--- src/rtl/reg_bank_dp.sv ---
`default_nettype none
// +--------------------------------------------------------------------------+
// | Module      : reg_bank_dp                                                |
// | Description : Register bank with one bit-masked write port, two          |
// |               independent registered read ports and a clear sequencer    |
// |               that sweeps every entry to CLR_VALUE after reset or on clr.|
// | Option      : REG_BANK_BYPASS_EN - write-first forwarding on same-cycle  |
// |               read/write to the same address (default: read-first).      |
// | Revision    : 1.0 - initial release                                      |
// +--------------------------------------------------------------------------+
module reg_bank_dp #(
  parameter int                   ADDR_BITS = 4,
  parameter int                   DATA_BITS = 8,
  parameter logic [DATA_BITS-1:0] CLR_VALUE = '0
) (
  input  logic                 clk,
  input  logic                 rst,
  input  logic                 clr,
  input  logic                 wr_en,
  input  logic [ADDR_BITS-1:0] wr_addr,
  input  logic [DATA_BITS-1:0] wr_data,
  input  logic [DATA_BITS-1:0] wr_mask,
  input  logic                 rd_en_a,
  input  logic [ADDR_BITS-1:0] rd_addr_a,
  output logic [DATA_BITS-1:0] rd_data_a,
  output logic                 rd_valid_a,
  input  logic                 rd_en_b,
  input  logic [ADDR_BITS-1:0] rd_addr_b,
  output logic [DATA_BITS-1:0] rd_data_b,
  output logic                 rd_valid_b,
  output logic                 busy
);

  localparam int                   c_DEPTH    = 2 ** ADDR_BITS;
  localparam logic [ADDR_BITS-1:0] c_LAST_PTR = '1;

  typedef enum logic [0:0] {
    S_IDLE  = 1'b0,
    S_CLEAR = 1'b1
  } state_t;

  state_t                 r_state;
  state_t                 w_state_next;
  logic [ADDR_BITS-1:0]   r_clr_ptr;
  logic [ADDR_BITS-1:0]   w_clr_ptr_next;

  logic [DATA_BITS-1:0]   r_bank [c_DEPTH];

  logic [DATA_BITS-1:0]   r_rd_data_a;
  logic [DATA_BITS-1:0]   r_rd_data_b;
  logic                   r_rd_valid_a;
  logic                   r_rd_valid_b;

  logic                   w_idle;
  logic                   w_wr_accept;
  logic [DATA_BITS-1:0]   w_wr_merged;
  logic [DATA_BITS-1:0]   w_rd_val_a;
  logic [DATA_BITS-1:0]   w_rd_val_b;

  // A clear request in the same cycle wins over a write, so the write is dropped.
  assign w_idle      = (r_state == S_IDLE);
  assign w_wr_accept = w_idle && wr_en && !clr;
  assign w_wr_merged = (r_bank[wr_addr] & ~wr_mask) | (wr_data & wr_mask);

`ifdef REG_BANK_BYPASS_EN
  // Write-first: a read hitting the address being written sees the merged value.
  assign w_rd_val_a = (w_wr_accept && (rd_addr_a == wr_addr)) ? w_wr_merged : r_bank[rd_addr_a];
  assign w_rd_val_b = (w_wr_accept && (rd_addr_b == wr_addr)) ? w_wr_merged : r_bank[rd_addr_b];
`else
  // Read-first: the array read naturally returns the pre-write contents.
  assign w_rd_val_a = r_bank[rd_addr_a];
  assign w_rd_val_b = r_bank[rd_addr_b];
`endif

  // State and sweep pointer register; reset always (re)starts a sweep at entry 0.
  always_ff @(posedge clk) begin
    if (rst) begin
      r_state   <= S_CLEAR;
      r_clr_ptr <= '0;
    end else begin
      r_state   <= w_state_next;
      r_clr_ptr <= w_clr_ptr_next;
    end
  end

  // Next-state logic; the sweep leaves CLEAR on the last entry so the pointer never wraps.
  always_comb begin
    w_state_next   = r_state;
    w_clr_ptr_next = r_clr_ptr;
    case (r_state)
      S_IDLE: begin
        if (clr) begin
          w_state_next   = S_CLEAR;
          w_clr_ptr_next = '0;
        end
      end
      S_CLEAR: begin
        if (r_clr_ptr == c_LAST_PTR) begin
          w_state_next = S_IDLE;
        end else begin
          w_clr_ptr_next = r_clr_ptr + 1'b1;
        end
      end
      default: begin
        w_state_next   = S_CLEAR;
        w_clr_ptr_next = '0;
      end
    endcase
  end

  // Storage array: sweep writes take precedence; nothing is written on a reset edge.
  always_ff @(posedge clk) begin
    if (!rst) begin
      if (r_state == S_CLEAR) begin
        r_bank[r_clr_ptr] <= CLR_VALUE;
      end else if (w_wr_accept) begin
        r_bank[wr_addr] <= w_wr_merged;
      end
    end
  end

  // Port A read register: serviced only in IDLE, data holds when not reading.
  always_ff @(posedge clk) begin
    if (rst) begin
      r_rd_data_a  <= '0;
      r_rd_valid_a <= 1'b0;
    end else if (w_idle && rd_en_a) begin
      r_rd_data_a  <= w_rd_val_a;
      r_rd_valid_a <= 1'b1;
    end else begin
      r_rd_valid_a <= 1'b0;
    end
  end

  // Port B read register: independent copy of port A behaviour.
  always_ff @(posedge clk) begin
    if (rst) begin
      r_rd_data_b  <= '0;
      r_rd_valid_b <= 1'b0;
    end else if (w_idle && rd_en_b) begin
      r_rd_data_b  <= w_rd_val_b;
      r_rd_valid_b <= 1'b1;
    end else begin
      r_rd_valid_b <= 1'b0;
    end
  end

  assign rd_data_a  = r_rd_data_a;
  assign rd_valid_a = r_rd_valid_a;
  assign rd_data_b  = r_rd_data_b;
  assign rd_valid_b = r_rd_valid_b;
  assign busy       = (r_state == S_CLEAR);

endmodule
`default_nettype wire

--- config.mk ---
export PLATFORM = sky130hd
export DESIGN_NAME = reg_bank_dp
export DESIGN_NICKNAME = d
export VERILOG_FILES = /design/src/rtl/reg_bank_dp.sv
export SDC_FILE = /design/constraint.sdc
export NUM_CORES = 1
export LEC_CHECK = 0
export ABC_AREA = 1
export BUFFER_PORTS_ARGS = -buffer_cell sky130_fd_sc_hd__buf_2
export CORE_MARGIN = 8
export CORE_UTILIZATION = 30
export CTS_CLUSTER_SIZE = 24
export DETAILED_ROUTE_END_ITERATION = 8
export GPL_TIMING_DRIVEN = 0
export PLACE_DENSITY = 0.53
export SYNTH_ARGS = -nofsm -noshare
export SYNTH_HDL_FRONTEND = slang
export SYNTH_SLANG_ARGS = --single-unit
--- constraint.sdc ---
create_clock -name clk -period 3.2 [get_ports clk]
set_input_delay 0.64 -clock clk [delete_from_list [all_inputs] [get_ports clk]]
set_output_delay 0.64 -clock clk [all_outputs]
set_load 0.02 [all_outputs]
======== Word-level counts from Yosys, hierarchy flattened ========
Memory sizes are Yosys's and may differ from the RTL's. A register that Yosys moved wholly into a read port is not among the register bits.
Cells that the tools add are included.
storage, ports and cells
  flip-flop bits (word level) ............. 7
  bits in writable memories ............... 128
  input port bits ......................... 34
  output and inout port bits .............. 19
  word-level logic and storage cells ...... 39
  memories ................................ 1
memories
  name    depth  width  read ports  clocked after memory_dff  write ports  RTL line  RTL
  r_bank  16     8      3           2                         1            47        logic [DATA_BITS-1:0] r_bank [c_DEPTH];
operators by class
  $add $sub $neg .......................... 1
  equality and inequality tests ........... 3
  mux-type cells .......................... 18
  bitwise gates (word level) .............. 5
  reduce and logical (&&, ||, !) cells .... 7
operator list
  kind                                           number
  AND 8 bit                                      2
  two-way mux 1 bit                              12
  two-way mux 4 bit                              3
  two-way mux 8 bit                              1
  inverter 8 bit                                 1
  OR 8 bit                                       1
  one-hot mux 4 bit (2 select lines)             1
  OR reduction 8 bit                             1
  adder 4 x 1 -> 4 bit (second input constant)   1
  == test 4 bit (second input constant)          1
  logical AND 1 bit                              4
  inequality test 2 bit (second input constant)  2
  one-hot mux 1 bit (2 select lines)             1
  AND reduction 2 bit                            1
  logical NOT 1 bit                              1
  inverter 1 bit                                 1

======== Depth between registers and ports, before layout ========
  depth in word-level cells ............... 9
  depth in mapped cells ................... 11

======== Worst setup path before layout ========
OpenSTA, ideal clock, no wires.
  path type ............................... input to register
  start point ............................. input clr
  end point ............................... memory r_bank[13][0] (enable)
  library setup time ...................... 0.370 ns
  arrival ................................. 1.707 ns
  data required time ...................... 2.830 ns
  setup slack ............................. 1.123 ns
  cell stages on the path ................. 8
  path buffers ............................ 1
  cells stage by stage .................... inv_1 nand4_4 buf_6 nand2_1 o21ai_2 inv_2 nand2_2 nor2_1
between the ends
  longest elaborated chain between the ends .. 8
  elaborated cells between the ends (all ways) .. 9
  classes of those cells .................. mux: 6; reduce/logical: 3
ends and longest elaborated chain
  element                                                                  RTL line  RTL
  from (decl)                                                              18        input logic clr,
  logical NOT 1 bit *                                                      62        assign w_wr_accept = w_idle && wr_en && !clr;
  logical AND 1 bit *                                                      62
  two-way mux 1 bit *                                                      116       end else if (w_wr_accept) begin
  two-way mux 1 bit *                                                      114       if (r_state == S_CLEAR) begin
  two-way mux 1 bit *                                                      113       if (!rst) begin
  two-way mux 1 bit (implied by the code) *                                117       r_bank[wr_addr] <= w_wr_merged;
  OR reduction 8 bit (no source line)                                      n/a
  two-way mux 4 bit (no source line) or two-way mux 1 bit (tied branches)  n/a
  to (decl)                                                                47
Every way passes the cells marked *; elsewhere a longest branch is shown, timed or not.

======== Worst setup path in the final report ========
  start point ............................. input wr_addr[0]
  end point ............................... memory r_bank[10][4] (data pin)
between the ends
  longest elaborated chain between the ends .. 4
ends and longest elaborated chain
  element                             RTL line  RTL
  from (decl)                         20        input logic [ADDR_BITS-1:0] wr_addr,
  memory read (16 x 8 bit)            n/a
  AND 8 bit                           63        assign w_wr_merged = (r_bank[wr_addr] & ~wr_mask) | (wr_data & wr_mask);
  OR 8 bit                            63
  two-way mux 8 bit (no source line)  n/a
Every way passes these cells.

==> metrics.yaml <==
pwr:
  clkPwrFrac_pct: 43.8
  ir_drop_v: 0.000345
  cellLeakagePower_nw: 4.47
  p_sw_share_pct: 27.8
  seqPwrFrac_pct: 44.0
  p_int_mw: 3.53
  comb_power_share_pct: 12.2
  power_density_nw_per_um2: 479
  power.switching_mw: 1.36
timing:
  fin_crit_ns: 2.59
  tightest_slew_ns: 1.07
  fin_setup_tns_ns: 0
  final.setup_skew_ns: 0.0134
  relSlewSlack_pct: 28.1
  drv_slew: 0
  fin_ws_ns: 0.612
  finalSetupViolCount: 0
  hold_viol_final: 0
  fin_crit_sh_pct: 80.9
  rsz0062_at_grt: "no"
  fmax_ghz: 0.386
placement:
  dp_hpwl_mm: 26.5
  dp_slack_ns: 0.206
  portBuffers: 43
  routabilityCongestion: 0.933
worst_setup_path:
  worst-endpoint-arrival_ns: 2.71
  path_class: "primary input to flop"
  crit_fanout: 16
  cp-start-kind: "primary input"
  worstPathRequired_ns: 3.33
  endpoint_kind: "flop"
clock_tree:
  ctsResizeCount: 0
  tritoncts: "done"
  cts.sinks: 151
  cts_made_buffers: 17
  hold_buffers: 0
  cts_root_buf: "clkbuf_16"
  htree_levels: 4
  path_clk_slew_ns: 0.06
  cts_buffer_depth: 2
  clock_latency_ns: 0.44
  postCtsSetupBuffers: 0
route:
  drc: 0
  first_pass_iters: 6
  wire_per_inst_um: 21.7
  dr.first_iter.drc_count: 1183
  wl_mm: 36.3
  ant_nets: 0
  vias: 8955
  avgViaCountPerCell: 5.36
global_routing:
  grt-ovfl-total: 0
  grt.met3_usage_pct: 5.00
  grt_pass1_vias: 8073
  antenna_found_initial: 1
  grt_busiest_layer: "met2"
  met1_usage_pct: 28.5
  grtUsageTotal_pct: 20.1
  grt_pass1_wl_mm: 53.3
  grt_use_met2_pct: 29.3
  grt_max_degree: 17
floorplan:
  start_util_pct: 30.2
  die_area_um2: 35400
  die_h_um: 188
  ioPinCount: 53
  rows: 63
  core_um2: 29400
  die_w_um: 188
synth:
  synth.yosys.seq_area_share_pct: 48.5
  ys_types: 22
  netlist_area_um2: 8880
  avgSynthCellArea_um2: 7.36
  synth_top_area_cell: "edfxtp_1"
  synth_area_leaders: "edfxtp_1 43%, nand2_1 22%, nand3_1 18%"
  synthCells: 1207
  yosysTopAreaCellShare_pct: 43.3
  syn_nets: 1242
  ys_ff_latch: 151
  yosysWarningCount: 0
final_layout:
  nNetsFinal: 1304
  layout-drive-gt1-share_pct: 12.6
  fillCellCount: 3114
  synthToLayoutAreaGrowth_pct: 14.9
  antenna_cells: 0
status:
  status: "complete, no violations"
job:
  cap_violations: 0
worst_hold_path:
  hp-class: "primary input to flop"
## cell type report
type	instances	area (µm²)	area share, %
inverter	58	218	2.13
clock buffer	22	517	5.06
timing repair buffer	43	215	2.11
sequential	151	4300	42.2
buffer	78	440	4.31
tap	390	488	4.78
clock inverter	10	104	1.02
multi-input combinational	920	3920	38.4
## per-layer routing
layer / up-vias / routed length (µm) / share of wire, %
met1: 4159 / 15500 / 43
li1: 4104 / - / -
met5: - / 9 / 0.025
met3: 84 / 4620 / 13
met4: 2 / 986 / 2.7
met2: 606 / 15200 / 42
## cell families (layout without fill, tap and decap cells)
group,Yosys count,in the layout,synth area share (%)
AO/OA/AOI/OAI,11,11,0.817
AND/OR/NAND/NOR,907,907,43.1
flip-flops,151,151,48.5
adder cells (fa/ha/maj),1,1,0.141
buffers and inverters,136,211,7.41
XOR/XNOR,1,1,0.0986
## stage by stage
step	area [µm²]	power, mW	hold slack (ns)	utilization [%]	instances
3_5_place_dp	9590	2.77	0.500	32.6	1640
6_report	10200	4.89	0.437	34.7	1672
2_1_floorplan	8880	2.54	0.460	-	1207
5_1_grt	10200	5.00	0.435	34.7	1672
4_1_cts	10200	4.87	0.429	34.7	1672
3_3_place_gp	9590	2.77	0.498	32.6	1640
## power by group through the flow
| stage | Combinational (mW) | Clock [mW] | Sequential, mW |
|---|---|---|---|
| after global placement | 0.575 | 0 | 2.19 |
| after global routing | 0.633 | 2.22 | 2.15 |
| final | 0.597 | 2.14 | 2.15 |
| after floorplan | 0.357 | 0 | 2.18 |
| after detailed placement | 0.575 | 0 | 2.19 |
| after CTS | 0.578 | 2.14 | 2.15 |
## critical path, cell delays in order
cell and delay [ns]:
buf_2 0.11, inv_2 0.05, buf_4 0.18, buf_2 0.35
nand2_1 0.09, nand3_1 0.11, nand3_1 0.18, nand2_1 0.22
nand2_1 0.08, nand3_1 0.07, nand2_1 0.06, inv_1 0.56
## flip-flops by register name (all words and copies together) (netlist names)
| signal | flops |
|---|---|
| busy | 1 |
| r_bank | 128 |
| r_clr_ptr | 4 |
| rd_data_a | 8 |
| rd_data_b | 8 |
| rd_valid_a | 1 |
| rd_valid_b | 1 |
## cells in the final DEF (no fill, tap or decap), types with 2 or more instances in the layout
master,n
clkbuf_1,5
nor2_1,68
buf_4,22
o21ai_2,3
inv_2,11
dfxtp_1,23
edfxtp_1,128
o21ai_1,4
inv_6,3
clkinv_4,4
clkbuf_8,3
nand2_1,517
nand3_1,318
buf_1,4
inv_1,47
o21ai_0,2
nand2_2,2
buf_2,89
clkbuf_16,19
## worst paths after layout
check / cells past startpoint / start / slack (ns) / endpoint
hold / removal: 3 / rd_en_a / 0.44 / rd_valid_a
setup reg to reg: 6 / busy / 0.69 / r_bank[6][2]
setup / recovery: 12 / wr_addr[0] / 0.61 / r_bank[10][4]
hold reg to reg: 2 / r_clr_ptr[1] / 0.51 / r_clr_ptr[1]
## Yosys cell counts, drive strengths merged
library cell,count
buf,73
clkbuf,5
dfxtp,23
edfxtp,128
ha,1
inv,58
nand2,519
nand3,318
nand4,1
nor2,68
o211ai,1
o21ai,9
o32ai,1
or2,1
xnor2,1
(Power assumes the default switching activity.)
